`src/rtl/mux_n_skid_pkg.sv`:
```
// Shared constants and FSM encoding for the N-way select + skid output stage.
package mux_n_skid_pkg;

  localparam int XLEN = 32;

  // Occupancy of the main (M) and skid (S) registers.
  typedef enum logic [1:0] {
    ST_EMPTY = 2'd0,
    ST_ONE   = 2'd1,
    ST_FULL  = 2'd2
  } skid_state_t;

  function automatic int clog2(input int value);
    int r;
    r = 0;
    while ((1 << r) < value) r++;
    return r;
  endfunction

endpackage

```
`src/rtl/mux_n_skid_mux_n.sv`:
```
// Combinational N:1 WIDTH-bit selector; err flags a select with no matching input.
module mux_n
  import mux_n_skid_pkg::*;
#(
  parameter int WIDTH = XLEN,
  parameter int N     = 4,
  localparam int SELW = (N > 1) ? clog2(N) : 1
) (
  input  logic [N*WIDTH-1:0] in_data,
  input  logic [SELW-1:0]    sel,
  output logic [WIDTH-1:0]   out_data,
  output logic               err
);

  logic w_hit;

  // Out-of-range selects fall back to input 0 so the word is still defined.
  always_comb begin
    out_data = in_data[WIDTH-1:0];
    w_hit    = 1'b0;
    for (int k = 0; k < N; k++) begin
      if (sel == SELW'(k)) begin
        out_data = in_data[k*WIDTH +: WIDTH];
        w_hit    = 1'b1;
      end
    end
    err = ~w_hit;
  end

endmodule

```
`src/rtl/mux_n_skid.sv`:
```
// N-way operand select registered into a valid/ready stage with a 2-entry skid buffer.
module mux_n_skid
  import mux_n_skid_pkg::*;
#(
  parameter int WIDTH = XLEN,
  parameter int N     = 4,
  localparam int SELW = (N > 1) ? clog2(N) : 1
) (
  input  logic               clk,
  input  logic               reset,
  input  logic [N*WIDTH-1:0] in_data,
  input  logic [SELW-1:0]    sel,
  input  logic               in_valid,
  output logic               in_ready,
  output logic [WIDTH-1:0]   out_data,
  output logic               out_sel_err,
  output logic               out_valid,
  input  logic               out_ready
);

  skid_state_t      r_state, w_state_nxt;
  logic             r_in_ready, r_out_valid;
  logic [WIDTH-1:0] r_m_data, r_s_data;
  logic             r_m_err, r_s_err;

  logic [WIDTH-1:0] w_sel_data;
  logic             w_sel_err;
  logic             w_in_fire, w_out_fire;
  logic             w_ld_m_in, w_ld_m_s, w_ld_s;

  mux_n #(.WIDTH(WIDTH), .N(N)) u_mux (
    .in_data  (in_data),
    .sel      (sel),
    .out_data (w_sel_data),
    .err      (w_sel_err)
  );

  // Ready is a flop; reset gating only masks it while the flush is in progress.
  assign in_ready    = r_in_ready & ~reset;
  assign out_valid   = r_out_valid;
  assign out_data    = r_m_data;
  assign out_sel_err = r_m_err;

  assign w_in_fire  = in_valid & in_ready;
  assign w_out_fire = r_out_valid & out_ready;

  always_comb begin
    w_state_nxt = r_state;
    w_ld_m_in   = 1'b0;
    w_ld_m_s    = 1'b0;
    w_ld_s      = 1'b0;
    case (r_state)
      ST_EMPTY: begin
        if (w_in_fire) begin
          w_ld_m_in   = 1'b1;
          w_state_nxt = ST_ONE;
        end
      end
      ST_ONE: begin
        case ({w_in_fire, w_out_fire})
          2'b11: w_ld_m_in = 1'b1;
          2'b10: begin
            w_ld_s      = 1'b1;
            w_state_nxt = ST_FULL;
          end
          2'b01: w_state_nxt = ST_EMPTY;
          default: ;
        endcase
      end
      ST_FULL: begin
        if (w_out_fire) begin
          w_ld_m_s    = 1'b1;
          w_state_nxt = ST_ONE;
        end
      end
      default: w_state_nxt = ST_EMPTY;
    endcase
  end

  always_ff @(posedge clk) begin
    if (reset) begin
      r_state     <= ST_EMPTY;
      r_in_ready  <= 1'b1;
      r_out_valid <= 1'b0;
      r_m_data    <= '0;
      r_m_err     <= 1'b0;
      r_s_data    <= '0;
      r_s_err     <= 1'b0;
    end else begin
      r_state     <= w_state_nxt;
      r_in_ready  <= (w_state_nxt != ST_FULL);
      r_out_valid <= (w_state_nxt != ST_EMPTY);
      if (w_ld_m_in) begin
        r_m_data <= w_sel_data;
        r_m_err  <= w_sel_err;
      end else if (w_ld_m_s) begin
        r_m_data <= r_s_data;
        r_m_err  <= r_s_err;
      end
      if (w_ld_s) begin
        r_s_data <= w_sel_data;
        r_s_err  <= w_sel_err;
      end
    end
  end

endmodule
```
`config.mk`:
```
export PLATFORM = sky130hd
export DESIGN_NAME = mux_n_skid
export DESIGN_NICKNAME = d
export VERILOG_FILES = /design/src/rtl/mux_n_skid_pkg.sv /design/src/rtl/mux_n_skid_mux_n.sv /design/src/rtl/mux_n_skid.sv
export SDC_FILE = /design/constraint.sdc
export NUM_CORES = 1
export LEC_CHECK = 0
export CORE_ASPECT_RATIO = 0.8
export CORE_UTILIZATION = 30
export CTS_CLUSTER_SIZE = 12
export DETAILED_ROUTE_END_ITERATION = 7
export PLACE_DENSITY = 0.7
export SYNTH_ARGS = -nofsm -noshare
export SYNTH_HDL_FRONTEND = slang
export SYNTH_SLANG_ARGS = --single-unit
```
`constraint.sdc`:
```
create_clock -name clk -period 2.72 [get_ports clk]
set_input_delay 0.816 -clock clk [delete_from_list [all_inputs] [get_ports clk]]
set_output_delay 0.816 -clock clk [all_outputs]
set_load 0.01 [all_outputs]
```
==> summary.txt <==
STA
  • Worst slew pin tran: 0.4730 ns
  • Slew Viols, Final: 0
  • Final Skew: 0.005906 ns
  • Tcrit/Tclk final: 86.99%
  • Achievable Freq: 422.6 MHz
  • Final hold violation count: 0
  • Final worst path period need: 2.366 ns
  • Slew HR: 68.47%
  • Final worst setup slack: 0.3539 ns
  • Setup tns final: 0 ns
  • # setup viols final: 0
  • Unrepaired setup endpoints after global routing: false

Final layout
  • Final net count: 611
  • Fin util: 48.80%
  • Final cell count without fillers: 630
  • Share of cells above drive strength 1: 14.32%
  • N_diodes: 0
  • Fillers: 1,058
  • Area growth syn-to-layout: 56.99%

Place
  • Port-buffer cells: 168
  • Placed cells: 614
  • Hpwl dp: 7543 um
  • Post-place setup slack: 0.2722 ns
  • Gpl congestion: 0.7310

Power and ir drop
  • Sw frac: 27.35%
  • P_leak: 2.133 nW
  • Pwr/cell area: 538.1 nW/um^2
  • Tot Pwr: 3.047 mW
  • Clock power share: 35.8%
  • Maximum VDD drop: 276.1 uV
  • Comb pwr share: 25.8%
  • NetSw: 833.2 uW
  • Sequential power share: 38.4%
  • Internal power: 2.214 mW

Status
  • Outcome: complete, no violations

Yosys
  • Leading cell type by number of instances after synthesis: dfxtp_1
  • Synth area leaders: dfxtp_1 (39%), mux4_2 (20%), mux2i_1 (9.4%)
  • Share of the synthesized area in the top cell type: 38.85%
  • Cells after synthesis: 320
  • Seq/Total Area, Yosys: 38.85%
  • Area leader, netlist: dfxtp_1
  • Post-synth EDFFs: 0
  • Fraction of registers with async set/reset: 0%
  • Number of synthesis warnings: 0
  • Syn Nets: 454
  • Synth Area per Inst: 11.27 um^2
  • Distinct cells, synth: 31
  • Seq cells post-synth: 70
  • Top cells by count, synth: dfxtp_1 (70), a21oi_1 (35), mux2i_1 (34)
  • Cell Area, Synth: 3607 um^2
  • Post-synth top flop: dfxtp_1

Clock network
  • Reg clk slew, reported paths: 0.05 ns
  • Clk buf depth: 2
  • Clk_lat worst skew: 0.33 ns
  • CTS H-tree lvls: 3
  • Root Driver: clkbuf_16
  • TritonCTS clock tree: yes
  • Postcts setup bufs: 0
  • CTS-repair resized insts: 0
  • Hold_buf cts: 0
  • Total CTS buffers: 9
  • CTS Sinks: 70

Routing
  • Wirelength per Cell: 17.02 um
  • Post-route antenna net violation count: 0
  • Pre-Repair DR Iteration Count: 4
  • Via density: 5.230
  • DRC: 0
  • Final wirelength: 10,730 um
  • First DRT Iteration DRCs: 198
  • Via count: 3,295

Critical path
  • Top Family by Delay on Critical Path: buffers and inverters
  • Worst Setup SP: reset
  • FF-to-FF path depth: 4
  • CP max FO: 2
  • Flop2flop setup slack: 1.17 ns
  • R2r startpoint: r_state[1]
  • Worst Path Arrival: 1.55 ns
  • Worst path cell trace: buf_2, nor2b_1, clkdlybuf4s50_1
  • Critical Path RT: 1.90 ns
  • RR Endpoint: r_s_data[20]
  • Crit path buf inv count: 2
  • CP Launch Type: input pin
  • CP peak stage delay: 0.54 ns
  • CP endpoint kind: output port
  • Worst Setup EP: in_ready
  • CP Depth: 3
  • CP max-delay cell: clkdlybuf4s50_1
  • CP Class: input pin to output port

Floorplan
  • Die X: 124.6 um
  • Die area: 12,470 um^2
  • Initial core utilization: 31.08%
  • Row count: 35
  • Chip height: 100.1 um
  • Io pins: 169
  • Core area: 11,600 um^2

Global route
  • Vias in the first global route: 3,469
  • Remaining global-route overflow: 0
  • GRT Total Usage: 17.70%
  • First-pass GRT wire length: 17,250 um
  • Initial antenna violation count: 0
  • Largest net degree at the start of global routing: 41

Min path
  • Worst hold path type: flip-flop to flip-flop

Run
  • Max-cap viol count: 0
power groups by stage:
| stage | clock network [mW] | registers (mW) | logic (mW) |
|---|---|---|---|
| 4_1_cts | 1.12 | 1.17 | 0.795 |
| 5_1_grt | 1.15 | 1.18 | 0.850 |
| 3_5_place_dp | 0 | 1.19 | 0.791 |
| 3_3_place_gp | 0 | 1.19 | 0.778 |
| 6_report | 1.09 | 1.17 | 0.787 |
| 2_1_floorplan | 0 | 1.21 | 0.367 |
cell usage in the layout (no fill, tap or decap), drive strengths merged, types with 2 or more instances in the layout:
cell / instances
nand3: 32
clkbuf: 10
clkinv: 2
clkdlybuf4s50: 165
nor3: 2
clkinvlp: 3
a21boi: 2
o21ai: 32
dfxtp: 70
mux2i: 34
a21o: 2
buf: 15
a21oi: 35
mux4: 32
o2bb2ai: 32
worst min path at each step:
stage | cells past startpoint | slack, ns | endpoint | startpoint
CTS | 2 | 0.46 | r_s_err | r_s_err
global route | 2 | 0.49 | r_s_err | r_s_err
detailed placement | 2 | 0.45 | r_s_err | r_s_err
finish | 2 | 0.45 | r_s_err | r_s_err
global placement | 2 | 0.44 | r_s_err | r_s_err
floorplan | 2 | 0.43 | r_s_err | r_s_err
cell families after synthesis:
kind of cell,share of synthesized area (%)
AOI/OAI and AO/OA,18.73
DFF,38.85
muxes,29.41
and+or+nand+nor,6.834
buffers and inverters,6.174
routing by layer:
metal | up-vias | part of all wire (%) | GRT usage (%) | wire length, um
li1 | 1566 | - | - | -
met1 | 1571 | 41 | 20.76 | 4420
met2 | 145 | 49 | 30.98 | 5225
met3 | 13 | 8.5 | 5.597 | 909
met4 | 0 | 1.6 | 5.468 | 170
met5 | - | 0 | 0 | 0
sequential cells by signal (all words and copies together) (netlist names):
signal / flops
out_valid: 1
r_state: 2
r_s_data: 32
r_s_err: 1
r_in_ready: 1
out_data: 32
out_sel_err: 1
tightest hold or removal path, delay by kind of cell, from the launching register on:
family           cells  cell delay [ns]
AO/OA/AOI/OAI        1             0.04
AND/OR/NAND/NOR      1             0.07
flip-flops           1             0.31
per-stage QoR:
step | hold slack [ns] | cell area [um^2]
finish | 0.4538 | 5663
global route | 0.4894 | 5663
CTS | 0.4579 | 5663
detailed placement | 0.4466 | 5379
global placement | 0.4401 | 5379
floorplan | 0.4263 | 3607
cell type report:
class                   instances  area (um^2)  area share [%]
flip-flops and latches         70         1401           24.75
clock inverters                 6        45.04          0.7954
multi-input cells             216         1998           35.29
repair buffers                180         1794           31.68
well taps                     148        185.2           3.270
clock buffers                  10        239.0           4.220
(Power assumes the default switching activity.)
